### src/rtl/passcode_pkg.sv
`default_nettype none
// ============================================================================
// Module   : passcode_pkg
// Purpose  : Shared encodings for the manual-override passcode arbiter:
//            FSM state codes, keypad key codes and a digit classifier.
// Revision : 1.0 - initial release
// ============================================================================
package passcode_pkg;

    // FSM state encoding (3 bits, five states)
    typedef logic [2:0] state_t;
    localparam logic [2:0] ST_AUTO    = 3'd0;
    localparam logic [2:0] ST_MANUAL  = 3'd1;
    localparam logic [2:0] ST_ENTRY   = 3'd2;
    localparam logic [2:0] ST_FULL    = 3'd3;
    localparam logic [2:0] ST_LOCKOUT = 3'd4;

    // Keypad codes; 0-9 are digits, D/E carry no meaning
    localparam logic [3:0] KEY_START = 4'hA;
    localparam logic [3:0] KEY_CLR   = 4'hB;
    localparam logic [3:0] KEY_OK    = 4'hC;
    localparam logic [3:0] KEY_NONE  = 4'hF;

    function automatic logic is_digit(input logic [3:0] key);
        return (key <= 4'd9);
    endfunction

endpackage
`default_nettype wire

### src/rtl/passcode_ctrl_arbiter_key_debounce.sv
`default_nettype none
// ============================================================================
// Module   : key_debounce
// Purpose  : Free-running prescaler producing a one-clk tick every
//            2^TICK_DIV clocks, plus tick-rate keypad sampling with a
//            two-sample agreement filter and a press-edge event.
// Ports    : clk, reset (async, active-low)
//            key_code [3:0]  raw keypad code (F = no key)
//            tick            one-clk pulse when the prescaler is all-ones
//            key_evt         one-clk pulse (coincident with tick) when the
//                            debounced key goes from F to a pressed code
//            key_val [3:0]   code carried by key_evt
// Revision : 1.0 - initial release
// ============================================================================
module key_debounce
    import passcode_pkg::*;
#(
    parameter int TICK_DIV = 20
) (
    input  logic       clk,
    input  logic       reset,
    input  logic [3:0] key_code,
    output logic       tick,
    output logic       key_evt,
    output logic [3:0] key_val
);

    logic [TICK_DIV-1:0] r_presc;
    logic [3:0]          r_samp;
    logic [3:0]          r_stable;
    logic                w_tick;
    logic                w_agree;

    always_ff @(posedge clk or negedge reset) begin
        if (!reset) begin
            r_presc <= '0;
        end else begin
            r_presc <= r_presc + TICK_DIV'(1);
        end
    end

    assign w_tick  = &r_presc;
    // The stable register only follows the input when two consecutive
    // tick samples agree.
    assign w_agree = (key_code == r_samp);

    always_ff @(posedge clk or negedge reset) begin
        if (!reset) begin
            r_samp   <= KEY_NONE;
            r_stable <= KEY_NONE;
        end else if (w_tick) begin
            r_samp <= key_code;
            if (w_agree) begin
                r_stable <= key_code;
            end
        end
    end

    // Fires in the same tick cycle in which r_stable is about to take a
    // pressed code while currently idle; holding a key cannot re-fire
    // because r_stable is no longer KEY_NONE.
    assign key_evt = w_tick && w_agree && (r_stable == KEY_NONE) &&
                     (key_code != KEY_NONE);
    assign key_val = key_code;
    assign tick    = w_tick;

endmodule
`default_nettype wire

### src/rtl/passcode_ctrl_arbiter.sv
`default_nettype none
// ============================================================================
// Module   : passcode_ctrl_arbiter
// Purpose  : Arbitrates between the autonomous and the human-sensor command
//            source and runs the keypad passcode entry that hands control
//            back to the autonomous source. Includes a failed-attempt counter
//            with timed lockout and a wrong-code beep pulse.
// Ports    : clk, reset (async, active-low)
//            cmd_auto   [CMD_W]     autonomous command
//            cmd_manual [CMD_W]     human command, nonzero requests override
//            key_code   [4]         keypad code
//            cmd_out    [CMD_W]     registered arbitrated command
//            disp       [4*DIGITS]  BCD digits entered, right-aligned
//            beep                   wrong-code pulse
//            manual_mode            high in every state except AUTO
//            lockout                high while locked out
//            pwd_we, pwd_din        passcode load (PWD_LOAD_EN only)
// Config   : `define PWD_LOAD_EN to make the passcode loadable in AUTO.
// Revision : 1.0 - initial release
// ============================================================================
module passcode_ctrl_arbiter
    import passcode_pkg::*;
#(
    parameter int                  CMD_W      = 3,
    parameter int                  DIGITS     = 4,
    parameter logic [4*DIGITS-1:0] PASSCODE   = 16'h2018,
    parameter int                  TICK_DIV   = 20,
    parameter int                  MAX_TRIES  = 3,
    parameter int                  LOCK_TICKS = 256,
    parameter int                  BEEP_TICKS = 8
) (
    input  logic                  clk,
    input  logic                  reset,
    input  logic [CMD_W-1:0]      cmd_auto,
    input  logic [CMD_W-1:0]      cmd_manual,
    input  logic [3:0]            key_code,
    output logic [CMD_W-1:0]      cmd_out,
    output logic [4*DIGITS-1:0]   disp,
    output logic                  beep,
    output logic                  manual_mode,
    output logic                  lockout
`ifdef PWD_LOAD_EN
    ,
    input  logic                  pwd_we,
    input  logic [4*DIGITS-1:0]   pwd_din
`endif
);

    localparam int CNT_W  = $clog2(DIGITS + 1);
    localparam int TRY_W  = $clog2(MAX_TRIES + 1);
    localparam int LCNT_W = $clog2(LOCK_TICKS + 1);
    localparam int BCNT_W = $clog2(BEEP_TICKS + 1);

    localparam logic [CNT_W-1:0]  c_last_digit = CNT_W'(DIGITS - 1);
    localparam logic [TRY_W-1:0]  c_max_tries  = TRY_W'(MAX_TRIES);
    localparam logic [LCNT_W-1:0] c_lock_last  = LCNT_W'(LOCK_TICKS - 1);
    localparam logic [BCNT_W-1:0] c_beep_last  = BCNT_W'(BEEP_TICKS - 1);

    state_t               r_state;
    logic [CNT_W-1:0]     r_count;
    logic [TRY_W-1:0]     r_tries;
    logic [LCNT_W-1:0]    r_lock_cnt;
    logic [BCNT_W-1:0]    r_beep_cnt;
    logic                 r_beep;
    logic [4*DIGITS-1:0]  r_buf;
    logic [4*DIGITS-1:0]  r_disp;
    logic [CMD_W-1:0]     r_cmd_out;

    logic                 w_tick;
    logic                 w_key_evt;
    logic [3:0]           w_key_val;
    logic [4*DIGITS-1:0]  w_buf_shift;
    logic [4*DIGITS-1:0]  w_passcode;
    logic [TRY_W-1:0]     w_tries_inc;

    key_debounce #(
        .TICK_DIV (TICK_DIV)
    ) u_key_debounce (
        .clk      (clk),
        .reset    (reset),
        .key_code (key_code),
        .tick     (w_tick),
        .key_evt  (w_key_evt),
        .key_val  (w_key_val)
    );

    // New digit enters at the LS nibble; a single-digit buffer is simply
    // replaced.
    generate
        if (DIGITS == 1) begin : g_shift_one
            assign w_buf_shift = w_key_val;
        end else begin : g_shift_multi
            assign w_buf_shift = {r_buf[4*DIGITS-5:0], w_key_val};
        end
    endgenerate

`ifdef PWD_LOAD_EN
    logic [4*DIGITS-1:0] r_passcode;

    // Loads are honoured on any clk, but only while control is autonomous.
    always_ff @(posedge clk or negedge reset) begin
        if (!reset) begin
            r_passcode <= PASSCODE;
        end else if (pwd_we && (r_state == ST_AUTO)) begin
            r_passcode <= pwd_din;
        end
    end

    assign w_passcode = r_passcode;
`else
    assign w_passcode = PASSCODE;
`endif

    assign w_tries_inc = r_tries + TRY_W'(1);

    always_ff @(posedge clk or negedge reset) begin
        if (!reset) begin
            r_state    <= ST_AUTO;
            r_count    <= '0;
            r_tries    <= '0;
            r_lock_cnt <= '0;
            r_beep_cnt <= '0;
            r_beep     <= 1'b0;
            r_buf      <= '0;
            r_disp     <= '0;
        end else if (w_tick) begin
            // Beep timer runs independently of the FSM; a new mismatch
            // below overrides this and restarts the pulse.
            if (r_beep) begin
                if (r_beep_cnt == '0) begin
                    r_beep <= 1'b0;
                end else begin
                    r_beep_cnt <= r_beep_cnt - BCNT_W'(1);
                end
            end

            case (r_state)
                ST_AUTO: begin
                    if (cmd_manual != '0) begin
                        r_state <= ST_MANUAL;
                    end
                end

                ST_MANUAL: begin
                    if (w_key_evt && (w_key_val == KEY_START)) begin
                        r_state <= ST_ENTRY;
                        r_buf   <= '0;
                        r_disp  <= '0;
                        r_count <= '0;
                    end
                end

                ST_ENTRY: begin
                    if (w_key_evt) begin
                        if (is_digit(w_key_val)) begin
                            // Buffer and display hold the same digits
                            // throughout entry.
                            r_buf   <= w_buf_shift;
                            r_disp  <= w_buf_shift;
                            r_count <= r_count + CNT_W'(1);
                            if (r_count == c_last_digit) begin
                                r_state <= ST_FULL;
                            end
                        end else if (w_key_val == KEY_CLR) begin
                            r_buf   <= '0;
                            r_disp  <= '0;
                            r_count <= '0;
                        end
                    end
                end

                ST_FULL: begin
                    if (w_key_evt) begin
                        if (w_key_val == KEY_OK) begin
                            r_disp <= '0;
                            if (r_buf == w_passcode) begin
                                r_state <= ST_AUTO;
                                r_tries <= '0;
                            end else begin
                                r_tries    <= w_tries_inc;
                                r_beep     <= 1'b1;
                                r_beep_cnt <= c_beep_last;
                                if (w_tries_inc == c_max_tries) begin
                                    r_state    <= ST_LOCKOUT;
                                    r_lock_cnt <= '0;
                                end else begin
                                    r_state <= ST_MANUAL;
                                end
                            end
                        end else if (w_key_val == KEY_CLR) begin
                            r_state <= ST_ENTRY;
                            r_buf   <= '0;
                            r_disp  <= '0;
                            r_count <= '0;
                        end
                    end
                end

                ST_LOCKOUT: begin
                    // Exit on the LOCK_TICKS-th tick after entry.
                    if (r_lock_cnt == c_lock_last) begin
                        r_state <= ST_MANUAL;
                        r_tries <= '0;
                    end else begin
                        r_lock_cnt <= r_lock_cnt + LCNT_W'(1);
                    end
                end

                default: begin
                    r_state <= ST_AUTO;
                end
            endcase
        end
    end

    // Arbitration is evaluated every clk from the registered state, so a
    // state change on a tick reaches cmd_out one clk later.
    always_ff @(posedge clk or negedge reset) begin
        if (!reset) begin
            r_cmd_out <= '0;
        end else begin
            r_cmd_out <= (r_state == ST_AUTO) ? cmd_auto : cmd_manual;
        end
    end

    assign cmd_out     = r_cmd_out;
    assign disp        = r_disp;
    assign beep        = r_beep;
    assign manual_mode = (r_state != ST_AUTO);
    assign lockout     = (r_state == ST_LOCKOUT);

endmodule
`default_nettype wire

### config.mk
export PLATFORM = sky130hd
export DESIGN_NAME = passcode_ctrl_arbiter
export DESIGN_NICKNAME = d
export VERILOG_FILES = /design/src/rtl/passcode_pkg.sv /design/src/rtl/passcode_ctrl_arbiter_key_debounce.sv /design/src/rtl/passcode_ctrl_arbiter.sv
export SDC_FILE = /design/constraint.sdc
export NUM_CORES = 1
export LEC_CHECK = 0
export CAP_MARGIN = 10
export CORE_MARGIN = 2
export CORE_UTILIZATION = 30
export CTS_CLUSTER_DIAMETER = 80
export DETAILED_ROUTE_END_ITERATION = 10
export PLACE_DENSITY = 0.53
export SETUP_SLACK_MARGIN = 0.1
export SLEW_MARGIN = 20
export SYNTH_ARGS = -nofsm -noshare
export SYNTH_HDL_FRONTEND = slang
export SYNTH_HIERARCHICAL = 1
export SYNTH_SLANG_ARGS = --single-unit
### constraint.sdc
create_clock -name clk -period 3.2 [get_ports clk]
set_input_delay 0.8 -clock clk [delete_from_list [all_inputs] [get_ports clk]]
set_output_delay 0.8 -clock clk [all_outputs]
set_load 0.1 [all_outputs]
-- Word-level counts from Yosys, hierarchy flattened
Index checks and enable logic that the tools add are counted.
- multiply operators: 0
- add/subtract/negate cells: 5
- eq/ne operators: 27
- mux-type cells: 56
- bitwise logic cells: 0
- reduce and logical (&&, ||, !) cells: 17
- divide/modulo/power cells: 0
- order comparisons: 1
- shift-type cells: 0
- operators by type and width (operator ; count):
    two-way mux 16 bit ; 11
    one-hot mux 16 bit (3 select lines) ; 2
    two-way mux 3 bit ; 18
    AND reduction 24 bit ; 2
    two-way mux 9 bit ; 5
    AND reduction 28 bit ; 1
    AND reduction 26 bit ; 1
    AND reduction 25 bit ; 1
    two-way mux 4 bit ; 6
    inequality test 2 bit (second input constant) ; 11
    AND reduction 21 bit ; 1
    adder 20 x 1 -> 20 bit (second input constant) ; 1
    AND reduction 20 bit ; 1
    one-hot mux 9 bit (2 select lines) ; 1
    == test 16 x 14 -> 1 bit (second input constant) ; 1
    == test 4 bit (second input constant) ; 4
    one-hot mux 3 bit (5 select lines) ; 1
    adder 9 x 1 -> 9 bit (second input constant) ; 1
    == test 3 x 2 -> 1 bit (second input constant) ; 3
    == test 9 x 8 -> 1 bit (second input constant) ; 1
    one-hot mux 3 bit (3 select lines) ; 1
    nonzero test 3 bit ; 3
    two-way mux 2 bit ; 4
    two-way mux 1 bit ; 6
    other kinds (16) ; 19
- input bits: 12
- latch bits: 0
- output and inout port bits: 22
- bits in read-only memories: 0
- memories: 0
- register bits: 85
- RAM bits: 0
- logic and storage cells: 118

-- Depth between registers and ports, before layout
- depth after elaboration: 7
- depth in mapped cells: 13

-- Hierarchy
Netlist, hierarchy kept.
- modules (own cells, without submodules) (module ; area each (um2) ; cells each ; times used ; seq. area each (um2)):
    passcode_ctrl_arbiter ; 3030.4 ; 303 ; 1 ; 1426.4
    key_debounce ; 1313.8 ; 105 ; 1 ; 710.7

-- Least setup slack after synthesis
Ideal clock, no wire load.
- path kind: input port to flip-flop
- start point: in key_code[3]
- end point: reg r_disp[0], in the netlist disp[0]
- data arrival time: 2.914 ns
- required time: 3.078 ns
- slack: 0.164 ns
- buffers on the path: 3
- cell stages on the path: 12
- library setup time: 0.122 ns
- cell sequence: xor2_1 > nor4_1 > and4_1 > buf_6 > and2_2 > clkbuf_1 > nand2b_1 > nor3_2 > a21oi_4 > or2_1 > buf_6 > a22o_1
- word-level cells in the longest chain between the ends: 7
- RTL lines (item ; line ; text):
    start: declaration ; passcode_ctrl_arbiter.sv:36 ; input logic [3:0] key_code,
    == test 4 bit ; passcode_ctrl_arbiter_key_debounce.sv:45 ; assign w_agree = (key_code == r_samp);
    logical AND 1 bit (2 in a row) ; passcode_ctrl_arbiter_key_debounce.sv:62 ; assign key_evt = w_tick && w_agree && (r_stable == KEY_NONE) &&
    logical AND 1 bit * ; passcode_ctrl_arbiter_key_debounce.sv:62 ;
    net w_key_evt ; passcode_ctrl_arbiter.sv:70 ; logic w_key_evt;
    logical AND 1 bit ; passcode_ctrl_arbiter.sv:145 ; if (w_key_evt && (w_key_val == KEY_START)) begin
    inequality test 2 bit (no source line) ; n/a ;
    AND reduction 24 bit (no source line) * ; n/a ;
    end signal: assignment ; passcode_ctrl_arbiter.sv:159 ; r_disp <= w_buf_shift;
    end: declaration ; passcode_ctrl_arbiter.sv:66 ; logic [4*DIGITS-1:0] r_disp;
The timed path passes the listed nets; every way through them passes the cells marked *. The select of a mux whose other input is x is not followed.
A chain may end at the register's enable or synchronous reset.

-- Final worst setup path
- start point: in key_code[3]
- end point: reg r_buf[14]
- word-level cells in the longest chain between the ends: 7
- RTL lines (item ; line ; text):
    == test 4 bit ; passcode_ctrl_arbiter_key_debounce.sv:45 ;
    logical AND 1 bit (2 in a row) ; passcode_ctrl_arbiter_key_debounce.sv:62 ;
    logical AND 1 bit * ; passcode_ctrl_arbiter_key_debounce.sv:62 ;
    net w_key_evt ; passcode_ctrl_arbiter.sv:70 ;
    logical AND 1 bit ; passcode_ctrl_arbiter.sv:145 ;
    inequality test 2 bit (no source line) ; n/a ;
    AND reduction 25 bit (no source line) * ; n/a ;
    end signal: assignment ; passcode_ctrl_arbiter.sv:158 ; r_buf <= w_buf_shift;
    end: declaration ; passcode_ctrl_arbiter.sv:65 ; logic [4*DIGITS-1:0] r_buf;
Marked as above.

==> run_results.csv <==
group,metric,value,unit
logic_synthesis,ys_seq_area_share,49.2,%
logic_synthesis,synth_top_flop_cell,"dfrtp_1",
logic_synthesis,synthCells,408,
global_route,grt.total_usage,13.4,%
logic_synthesis,ys_seq_elements,85,
logic_synthesis,avgSynthCellArea,10.6,µm²
power,max-vdd-ir-drop,247,µV
critical_path,crit_path_max_incr_delay,0.45,ns
critical_path,critPathLaunchType,"primary input",
final_layout,area_growth,22.3,%
global_route,grt_max_degree,48,
clock_network,cts_sinks,85,
power,p_per_area,459,nW/µm²
routing,via_count,3250,
routing,drc,0,
timing,post-route-period-util,91.7,%
place,place_hpwl,6.82,mm
logic_synthesis,yosys.area.top_type_share,44.4,%
routing,viasPerCell,5.07,
timing,drv_slew,0,
critical_path,crit_family,"simple AND/OR/NAND/NOR gates",
critical_path,cp_max_fo,8,
timing,finalHoldViolations,0,
critical_path,ff2ff_path_depth,10,
floorplanning,die_w,124,µm
logic_synthesis,synth_area_leaders,"dfrtp_1 44%, dfstp_2 4.8%, a22o_1 4.6%",
logic_synthesis,async_reset_ff_share,100,%
clock_network,cts_buffers,9,
floorplanning,rows,43,
global_route,grt_first_pass_wirelength,16.9,mm
timing,max-slew-margin-rel,63.5,%
timing,tightest_slew,0.543,ns
critical_path,crit_buf_inv,2,
min_path,hold_class,"primary input to asynchronous set/reset pin",
final_layout,nets,475,
routing,drtPass1Iterations,4,
routing,final_antenna_net_count,0,
power,leakagePower,2.46,nW
timing,timing.hold.ws,0.431,ns
floorplanning,die_area,15500,µm²
critical_path,cp-startpoint,"key_code[3]",
timing,finClkSkew,0.00556,ns
critical_path,crit_required,3.43,ns
floorplanning,die_h,124,µm
global_route,grt.overflow.total,0,
floorplanning,initial_core_util,31.1,%
clock_network,cts_tree,"yes",
critical_path,crit_chain,"clkdlybuf4s50_1 > xor2_1 > nor4_1 > and4_1 > and2_2 > nor2b_1 > nand2_1 > a21o_1 > a21o_2 > buf_4 > a22o_1",
clock_network,ctsLongestPathBuffers,2,
timing,finalSetupTns,0,ns
routing,post_drt_wl_per_cell,15.1,µm
critical_path,endpoint_kind,"flop",
critical_path,worstSetupPathType,"primary input to flop",
critical_path,ff2ff_setup_slack,0.40,ns
clock_network,path_clk_slew,0.06,ns
timing,fin_ws,0.267,ns
timing,setup_viol,0,
critical_path,rr_endpoint,"r_beep_cnt[3]",
place,numPortBuffers,33,
global_route,antenna_found_initial,0,
clock_network,cts_setup_buffers,0,
logic_synthesis,yosysTopAreaCell,"dfrtp_1",
global_route,grt_pass1_vias,3274,
timing,fin_crit,2.93,ns
floorplanning,io_pins,34,
logic_synthesis,yosys.cell_types.count,64,
logic_synthesis,synth_edf_count,0,
clock_network,insertion_delay,0.34,ns
floorplanning,core,14000,µm²
clock_network,clockRootBuffer,"clkbuf_16",
run_status,outcome,"completed",
clock_network,holdBufCountCts,0,
logic_synthesis,synth_warnings,6,
place,detailedPlace.worstSlack,-0.148,ns
final_layout,n_antenna_cell,0,
timing,fmax,341,MHz
routing,drt-total-wl,9.65,mm
clock_network,h-tree-depth,3,
critical_path,crit_slowest_cell,"clkdlybuf4s50_1",
routing,drt_iter0_markers,219,
clock_network,postCtsResizedCells,0,
logic_synthesis,syn_area,4340,µm²
critical_path,r2r-start,"u_key_debounce/r_presc[0]",
place,gp_congestion,0.804,
final_layout,drive_gt1_share,23.2,%
job,cap_violations,0,
timing,rsz0062_at_grt,"no",
critical_path,arrival,3.16,ns
logic_synthesis,syn-num-nets,427,
## stage by stage
| step | utilization (%) | area, µm² | total power [W] | cells |
|---|---|---|---|---|
| after floorplan | - | 4340 | 0.00113 | 408 |
| after global placement | 35.3 | 4930 | 0.00119 | 625 |
| after detailed placement | 35.3 | 4930 | 0.00119 | 625 |
| after CTS | 37.9 | 5300 | 0.00247 | 641 |
| after global routing | 38.0 | 5310 | 0.00253 | 641 |
| final | 38.0 | 5310 | 0.00244 | 641 |
## state kept, by name, summed over array words and instances, names as in the netlist
| register | flops |
|---|---|
| beep | 1 |
| r_tries | 2 |
| disp | 16 |
| cmd_out | 3 |
| r_beep_cnt | 4 |
| u_key_debounce/r_samp | 4 |
| r_lock_cnt | 9 |
| r_count | 3 |
| r_state | 3 |
| r_buf | 16 |
| u_key_debounce/r_presc | 20 |
| u_key_debounce/r_stable | 4 |
## layer usage
layer | track usage, % | routed length (µm) | vias up
met2 | 19.5 | 4270 | 67
met5 | 0 | 0 | -
met4 | 4.10 | 134 | 0
met3 | 4.64 | 475 | 8
met1 | 18.8 | 4770 | 1588
li1 | - | - | 1587
## logic make-up after synthesis
logic type                 count (synthesis)  share of synthesized area (%)
and+or+nand+nor                          135                           18.2
AOI/OAI and AO/OA                        110                           18.2
DFF                                       85                           49.2
buffers and inverters                     37                           4.58
xor gates and xnor gates                  23                           4.64
muxes                                     11                           3.17
adders and majority gates                  7                           2.02
## cell usage after synthesis, types with 8 or more instances
library cell,number
a21o_1,14
a21oi_1,18
a22o_1,23
and3_1,14
buf_2,9
dfrtp_1,77
dfstp_2,8
inv_1,14
nand2_1,39
nand2b_1,8
nand3_1,14
nor2_1,11
o21ai_0,22
xnor2_1,17
## area by class of cell
type	instances	area, µm²
inverter	15	56.3
multi-input combinational	286	2020
timing repair buffer	59	505
fill	1392	8680
sequential	85	2140
tap	180	225
clock buffer	10	229
clock inverter	6	135
## worst reg2reg max path, cell delays in order, from the launching register on
cell and delay, ns:
dfrtp_1 0.39, ha_1 0.24, and4_4 0.29, and4_4 0.26, and3_1 0.47, buf_4 0.24, nand2_1 0.07, or4_1 0.42
nor3_1 0.16, a21oi_1 0.06, a31oi_1 0.13
## report_power, final
group / internal [W] / total, W / switching [W] / leakage, nW
clock: 0.000842 / 0.00127 / 0.000429 / 0.169
sequential: 0.00108 / 0.00108 / 0.000000591 / 1.07
combinational: 0.0000281 / 0.0000885 / 0.0000604 / 1.23
total: 0.00195 / 0.00244 / 0.000490 / 2.46
## cell usage in the layout, fill, tap and decap left out, drive strengths merged, types with 3 or more instances in the layout
cell / n
nor2b: 3
dfstp: 8
a211oi: 3
xor2: 6
clkdlybuf4s50: 10
a21o: 14
o21ai: 24
a221o: 4
mux2: 10
or3b: 3
nor3: 6
dfrtp: 77
o211ai: 3
inv: 15
a21oi: 19
and3: 14
xnor2: 17
clkbuf: 10
o21a: 5
o31ai: 3
and2: 3
nor2: 15
nand3: 14
bufinv: 4
nand2b: 8
ha: 7
a22o: 23
and4: 4
buf: 49
nor4: 5
a31oi: 3
nand4: 6
nand2: 39
## how the worst max path moves through the flow
stage	endpoint	slack (ns)	depth (start not counted)
floorplan	disp[0]	0.16	12
global placement	disp[14]	-0.12	12
detailed placement	disp[8]	-0.15	10
CTS	disp[8]	0.21	10
global route	r_buf[12]	0.11	11
finish	r_buf[14]	0.27	11
Note: power is estimated with default switching activity, not from simulation.
